[config.mk]
export PLATFORM = sky130hd
export DESIGN_NAME = alu_flat
export DESIGN_NICKNAME = d
export VERILOG_FILES = /design/src/rtl/alu_if.sv /design/src/rtl/alu.sv /design/src/flat_wrapper.sv
export SDC_FILE = /design/constraint.sdc
export NUM_CORES = 1
export LEC_CHECK = 0
export BUFFER_PORTS_ARGS = -buffer_cell sky130_fd_sc_hd__buf_2
export CORE_AREA = 4 4 79 81
export DETAILED_ROUTE_END_ITERATION = 8
export DIE_AREA = 0 0 83 85
export SLEW_MARGIN = 20
export SYNTH_ARGS = -nofsm -noshare
export SYNTH_HDL_FRONTEND = slang
export SYNTH_SLANG_ARGS = --single-unit
[constraint.sdc]
create_clock -name clk -period 4.8 [get_ports clk]
set_input_delay 0.48 -clock clk [delete_from_list [all_inputs] [get_ports clk]]
set_output_delay 0.48 -clock clk [all_outputs]
set_load 0.02 [all_outputs]
[src/rtl/alu_if.sv]
// rtl/alu_if.sv - operand/opcode and registered-result bundle for the alu execute stage
//
// Purpose: groups the controller-driven operands/opcode with the alu's
//          registered result and status flags.
// Parameters:
//   BUS_WIDTH  operand/result width in bits (>= 2)
// Signals:
//   a, b        operands                     (controller -> alu)
//   carry_in    carry input for ADD_CARRY    (controller -> alu)
//   opcode      4-bit operation select       (controller -> alu)
//   y           registered result            (alu -> downstream)
//   carry_out   registered carry out of MSB  (alu -> downstream)
//   borrow      registered unsigned borrow   (alu -> downstream)
//   zero        registered y == 0 flag       (alu -> downstream)
//   parity      registered ^y                (alu -> downstream)
//   invalid_op  registered undefined-opcode  (alu -> downstream)
// Modports: master = controller side, slave = alu side.
interface alu_if #(
  parameter int BUS_WIDTH = 8
);
  logic [BUS_WIDTH-1:0] a;
  logic [BUS_WIDTH-1:0] b;
  logic                 carry_in;
  logic [3:0]           opcode;
  logic [BUS_WIDTH-1:0] y;
  logic                 carry_out;
  logic                 borrow;
  logic                 zero;
  logic                 parity;
  logic                 invalid_op;

  modport master (
    output a, b, carry_in, opcode,
    input  y, carry_out, borrow, zero, parity, invalid_op
  );

  modport slave (
    input  a, b, carry_in, opcode,
    output y, carry_out, borrow, zero, parity, invalid_op
  );
endinterface

[src/rtl/alu.sv]
// rtl/alu.sv - registered nine-operation integer alu with carry/borrow/zero/parity/invalid flags
//
// Purpose: single-cycle execute stage. Inputs sampled on the rising edge,
//          result and flags registered on that same edge (latency 1,
//          throughput 1 per cycle, no handshake).
// Parameters:
//   BUS_WIDTH  operand/result width in bits (>= 2); must match the interface.
// Ports:
//   clk    clock, all state updates on the rising edge
//   rst_n  synchronous active-low reset, clears every output register
//   bus    alu_if.slave: a, b, carry_in, opcode in; y and flags out
module alu #(
  parameter int BUS_WIDTH = 8
) (
  input  logic  clk,
  input  logic  rst_n,
  alu_if.slave  bus
);
  localparam int W = BUS_WIDTH;

  localparam logic [3:0] OP_ADD  = 4'd1;
  localparam logic [3:0] OP_ADDC = 4'd2;
  localparam logic [3:0] OP_SUB  = 4'd3;
  localparam logic [3:0] OP_INC  = 4'd4;
  localparam logic [3:0] OP_DEC  = 4'd5;
  localparam logic [3:0] OP_AND  = 4'd6;
  localparam logic [3:0] OP_NOT  = 4'd7;
  localparam logic [3:0] OP_ROL  = 4'd8;
  localparam logic [3:0] OP_ROR  = 4'd9;

  logic [W:0]   w_sum;
  logic [W-1:0] w_y;
  logic         w_carry;
  logic         w_borrow;
  logic         w_invalid;
  logic         w_zero;
  logic         w_parity;

  logic [W-1:0] r_y;
  logic         r_carry;
  logic         r_borrow;
  logic         r_zero;
  logic         r_parity;
  logic         r_invalid;

  always_comb begin
    w_sum     = '0;
    w_y       = '0;
    w_carry   = 1'b0;
    w_borrow  = 1'b0;
    w_invalid = 1'b0;
    case (bus.opcode)
      OP_ADD: begin
        // One extra bit so the carry falls out of the adder's MSB.
        w_sum   = {1'b0, bus.a} + {1'b0, bus.b};
        w_y     = w_sum[W-1:0];
        w_carry = w_sum[W];
      end
      OP_ADDC: begin
        w_sum   = {1'b0, bus.a} + {1'b0, bus.b} + {{W{1'b0}}, bus.carry_in};
        w_y     = w_sum[W-1:0];
        w_carry = w_sum[W];
      end
      OP_SUB: begin
        w_y      = bus.a - bus.b;
        w_borrow = (bus.a < bus.b);
      end
      OP_INC: begin
        w_sum   = {1'b0, bus.a} + {{W{1'b0}}, 1'b1};
        w_y     = w_sum[W-1:0];
        w_carry = w_sum[W];
      end
      OP_DEC: begin
        w_y      = bus.a - {{(W-1){1'b0}}, 1'b1};
        w_borrow = (bus.a == '0);
      end
      OP_AND: w_y = bus.a & bus.b;
      OP_NOT: w_y = ~bus.a;
      OP_ROL: w_y = {bus.a[W-2:0], bus.a[W-1]};
      OP_ROR: w_y = {bus.a[0], bus.a[W-1:1]};
      default: w_invalid = 1'b1;
    endcase
  end

  // y is forced to 0 on an invalid opcode, so zero must be masked there;
  // parity of an all-zero y is already 0.
  assign w_zero   = ~w_invalid & (w_y == '0);
  assign w_parity = ^w_y;

  always_ff @(posedge clk) begin
    if (!rst_n) begin
      r_y       <= '0;
      r_carry   <= 1'b0;
      r_borrow  <= 1'b0;
      r_zero    <= 1'b0;
      r_parity  <= 1'b0;
      r_invalid <= 1'b0;
    end else begin
      r_y       <= w_y;
      r_carry   <= w_carry;
      r_borrow  <= w_borrow;
      r_zero    <= w_zero;
      r_parity  <= w_parity;
      r_invalid <= w_invalid;
    end
  end

  assign bus.y          = r_y;
  assign bus.carry_out  = r_carry;
  assign bus.borrow     = r_borrow;
  assign bus.zero       = r_zero;
  assign bus.parity     = r_parity;
  assign bus.invalid_op = r_invalid;
endmodule

[src/flat_wrapper.sv]
// flat-port wrapper written by rule: the top's interface ports become plain ports
module alu_flat 
#(
  parameter int BUS_WIDTH = 8
)
  (clk, rst_n, bus_a, bus_b, bus_carry_in, bus_opcode, bus_y, bus_carry_out, bus_borrow, bus_zero, bus_parity, bus_invalid_op);
  alu_if #(.BUS_WIDTH(BUS_WIDTH)) bus_i ();
  input  logic clk;
  input  logic rst_n;
  input wire logic [$bits(bus_i.a)-1:0] bus_a;
  input wire logic [$bits(bus_i.b)-1:0] bus_b;
  input wire logic [$bits(bus_i.carry_in)-1:0] bus_carry_in;
  input wire logic [$bits(bus_i.opcode)-1:0] bus_opcode;
  output wire logic [$bits(bus_i.y)-1:0] bus_y;
  output wire logic [$bits(bus_i.carry_out)-1:0] bus_carry_out;
  output wire logic [$bits(bus_i.borrow)-1:0] bus_borrow;
  output wire logic [$bits(bus_i.zero)-1:0] bus_zero;
  output wire logic [$bits(bus_i.parity)-1:0] bus_parity;
  output wire logic [$bits(bus_i.invalid_op)-1:0] bus_invalid_op;
  assign bus_i.a = bus_a;
  assign bus_i.b = bus_b;
  assign bus_i.carry_in = bus_carry_in;
  assign bus_i.opcode = bus_opcode;
  assign bus_y = bus_i.y;
  assign bus_carry_out = bus_i.carry_out;
  assign bus_borrow = bus_i.borrow;
  assign bus_zero = bus_i.zero;
  assign bus_parity = bus_i.parity;
  assign bus_invalid_op = bus_i.invalid_op;
  alu #(.BUS_WIDTH(BUS_WIDTH)) u_core (.clk(clk), .rst_n(rst_n), .bus(bus_i));
endmodule
==> reports/summary.md <==
* **biggest fanout along the worst timing path** 10
* **vias in the first global route** 2342
* **wire length of the first global-routing pass** 11700 um
* **Resized cells post-CTS** 0
* **Die Y** 85 um
* **number of synthesized flops with an enable pin** 0
* **Layout Cell Area excl Fill** 2660 um2
* **final antenna diode count** 0
* **Cell Pwr Density** 192 nW/um2
* **number of CTS-inserted buffers** 3
* **share of the clock period used by the worst path** 72.3%
* **async set-or-reset flop fraction in the synthesized netlist** 0%
* **Initial Util** 44.8%
* **Area Growth Syn to Fin** 8.63%
* **flip-flop and latch count after synthesis** 13
* **routed wire length** 7010 um
* **Worst IR Drop VDD** 0.101 mV
* **source of the critical timing path** bus_a[0]
* **number of pins exceeding their max-slew limit in the final report** 0
* **Post-Synthesis Cell Area** 2450 um2
* **number of port buffers** 35
* **hold buffers post-CTS** 0
* **cells after synthesis** 324
* **floorplan row count** 27
* **Global Route Usage Sum** 19.9%
* **clock period minus worst slack** 3470 ps
* **core footprint** 5470 um2
* **GRT overflow** 0
* **Final Hold Viols** 0
* **hold path start** rst_n
* **clock slew at reported path FFs** 50 ps
* **fraction of layout cells with a size suffix above 1** 19.8%
* **slew of the pin with the lowest slew margin** 809 ps
* **detailed placer's ending HPWL** 5630 um
* **number of optimization iterations in the first detailed-route pass** 5
* **via count** 2498
* **count of different cell masters after synthesis** 76
* **critical path type** input port to flip-flop
* **net count after synthesis** 374
* **remaining max-slew budget at the tightest pin** 45.6%
* **Synth Flop Type** sky130_fd_sc_hd__dfxtp_1
* **data required time at the worst endpoint** 4920 ps
* **number of antenna violations at the first check in global routing** 0
* **number of DRC markers after the initial detailed-route iteration** 266
* **mean post-synth cell area** 7.57 um2
* **Clock Tree Root** sky130_fd_sc_hd__clkbuf_8
* **routed vias/inst** 6.00
* **DR DRC count** 0
* **Routability Congestion** 0.971
* **Detail Route Antenna Nets** 0
* **maximum clock frequency** 288 MHz
* **standby leakage power** 1.11 nW
* **WP data arrival** 3590 ps
* **Final Net Count** 395
* **Die Wd** 83 um
* **critical path, cell by cell** buf_2, ha_1, inv_1, fa_1, o21ba_2, nor4_1, o32ai_2, and4bb_1, xor2_1, nand2_1, and2_1, ha_1, xnor2_1, xnor2_1, nor2_1
* **TritonCTS clock tree** built
* **TNS Setup** 0 ps
* **number of buffers added for setup after CTS** 0
* **sequential fraction of the synthesis area** 10.6%
* **worst hold path type** input port to flip-flop
* **crit end category** flip-flop
* **run status** complete, no violations
* **YS warnings** 0
* **Max Cap Violations** 0
* **maximum number of pins on one net before global-route repair** 27
* **fill cell total of the finished layout** 575
* **Max clock buf depth** 2
* **final routed wire length divided by cell count** 16.8 um
* **maximum single-stage delay on the critical path** 470 ps
* **CP max-delay cell** sky130_fd_sc_hd__nor4_1
* **maximum level of the CTS H-tree** 1
* **setup repair after global routing missed its margin** no
* **Sinks on Clock Net** 13
* **standard cell area after detailed placement** 2620 um2
* **Boundary Pins** 36
* **die area** 7060 um2
* **kind of launch point of the worst setup path** input port
* **final setup violation count** 0
-- path summary, 6_finish.rpt --
kind	to	cells past startpoint
setup / recovery	u_core.bus.parity$_SDFF_PN0_	15
hold / removal	u_core.bus.carry_out$_SDFF_PN0_	3
-- layout make-up --
cell class                      count  area, um2  area share (%)
Inverter                           18       67.6            2.54
Tap cell                           72       90.1            3.38
Clock buffer                        4       45.0            1.69
Timing Repair Buffer               35        175            6.58
Multi-Input combinational cell    274       2020            76.0
Sequential cell                    13        260            9.77
-- routing by layer --
metal,wire length [um],global-route usage [%],part of all wire (%),up-vias
met3,541,3.11,7.7,10
met5,0,0,0,-
li1,-,-,-,1245
met1,3240,27.3,46,1134
met4,150,5.05,2.1,0
met2,3080,32.4,44,109
-- stage by stage --
step           hold slack [ps]  setup WS (ps)  util (%)  power (W)  instances
2_1_floorplan              620           1670         -   0.000351        324
3_3_place_gp               813           1170      47.8   0.000417        412
3_5_place_dp               815           1110      47.8   0.000417        412
4_1_cts                    563           1360      48.7   0.000515        416
5_1_grt                    608           1070      48.7   0.000559        416
6_report                   569           1330      48.7   0.000511        416
-- cell families (layout without fill, tap and decap cells) --
family,count (synthesis),count (layout),synth area share [%]
simple gates,124,124,28.2
compound gates,97,97,29.9
buf+inv,37,57,6.79
fa+ha+maj,27,27,14.4
xor+xnor,19,19,7.10
flops,13,13,10.6
mux,7,7,3.01
-- sequential cells by signal, indices dropped and copies added (netlist names) --
| name | cells |
|---|---|
| u_core.bus.borrow | 1 |
| u_core.bus.carry_out | 1 |
| u_core.bus.invalid_op | 1 |
| u_core.bus.parity | 1 |
| u_core.bus.y | 8 |
| u_core.bus.zero | 1 |
-- report_power, final --
part | switching (W) | internal [W] | total, W
sequential | 0.00000182 | 0.000118 | 0.000120
clock | 0.0000361 | 0.0000585 | 0.0000945
combinational | 0.000177 | 0.000120 | 0.000297
total | 0.000215 | 0.000296 | 0.000511
-- Yosys cell counts (all sizes together) (3+ instances only) --
library cell,number,area (um2)
nor2b,7,58.8
and3,7,45.1
nor4,3,18.8
or3,3,18.8
ha,25,313
and2,3,18.8
dfxtp,13,260
a21oi,33,191
a31oi,6,37.5
a221oi,8,76.3
nand2,20,75.1
or2,3,21.3
clkbuf,13,63.8
o211ai,3,27.5
o21ai,11,55.1
mux2,3,33.8
a21o,3,22.5
buf,6,35.0
a211oi,6,45.0
xnor2,15,131
xor2,4,42.6
nand3b,4,30.0
nand3,10,55.1
nor3,13,75.1
o221ai,3,26.3
inv,18,67.6
a2111oi,3,45.0
nand2b,7,43.8
or4,3,22.5
nand4,6,37.5
mux2i,4,40.0
nor2,29,111
-- worst max-delay path: cells and delay by family --
kind / cells / cell delay, ps
AND/OR/NAND/NOR: 5 / 1000
XOR/XNOR: 3 / 430
buffers and inverters: 2 / 250
adder cells (fa/ha/maj): 3 / 950
AO/OA/AOI/OAI: 2 / 470
-- layout by cell type, fill, tap and decap left out, drive strengths merged, types with 3 or more instances in the layout --
cell type | synthesis | layout
o211ai | 3 | 3
nand4 | 6 | 6
dfxtp | 13 | 13
and2 | 3 | 3
nand3b | 4 | 4
nor3 | 13 | 13
a2111oi | 3 | 3
mux2i | 4 | 4
xor2 | 4 | 4
inv | 18 | 18
a31oi | 6 | 6
or4 | 3 | 3
nor2 | 29 | 29
a21oi | 33 | 33
a211oi | 6 | 6
or2 | 3 | 3
a21o | 3 | 3
nand2b | 7 | 7
nand2 | 20 | 20
buf | 6 | 35
ha | 25 | 25
nor4 | 3 | 3
and3 | 7 | 7
o21ai | 11 | 11
nand3 | 10 | 10
mux2 | 3 | 3
a221oi | 8 | 8
o221ai | 3 | 3
clkbuf | 13 | 4
xnor2 | 15 | 15
or3 | 3 | 3
nor2b | 7 | 7
Power figures use the tool's default switching activity.
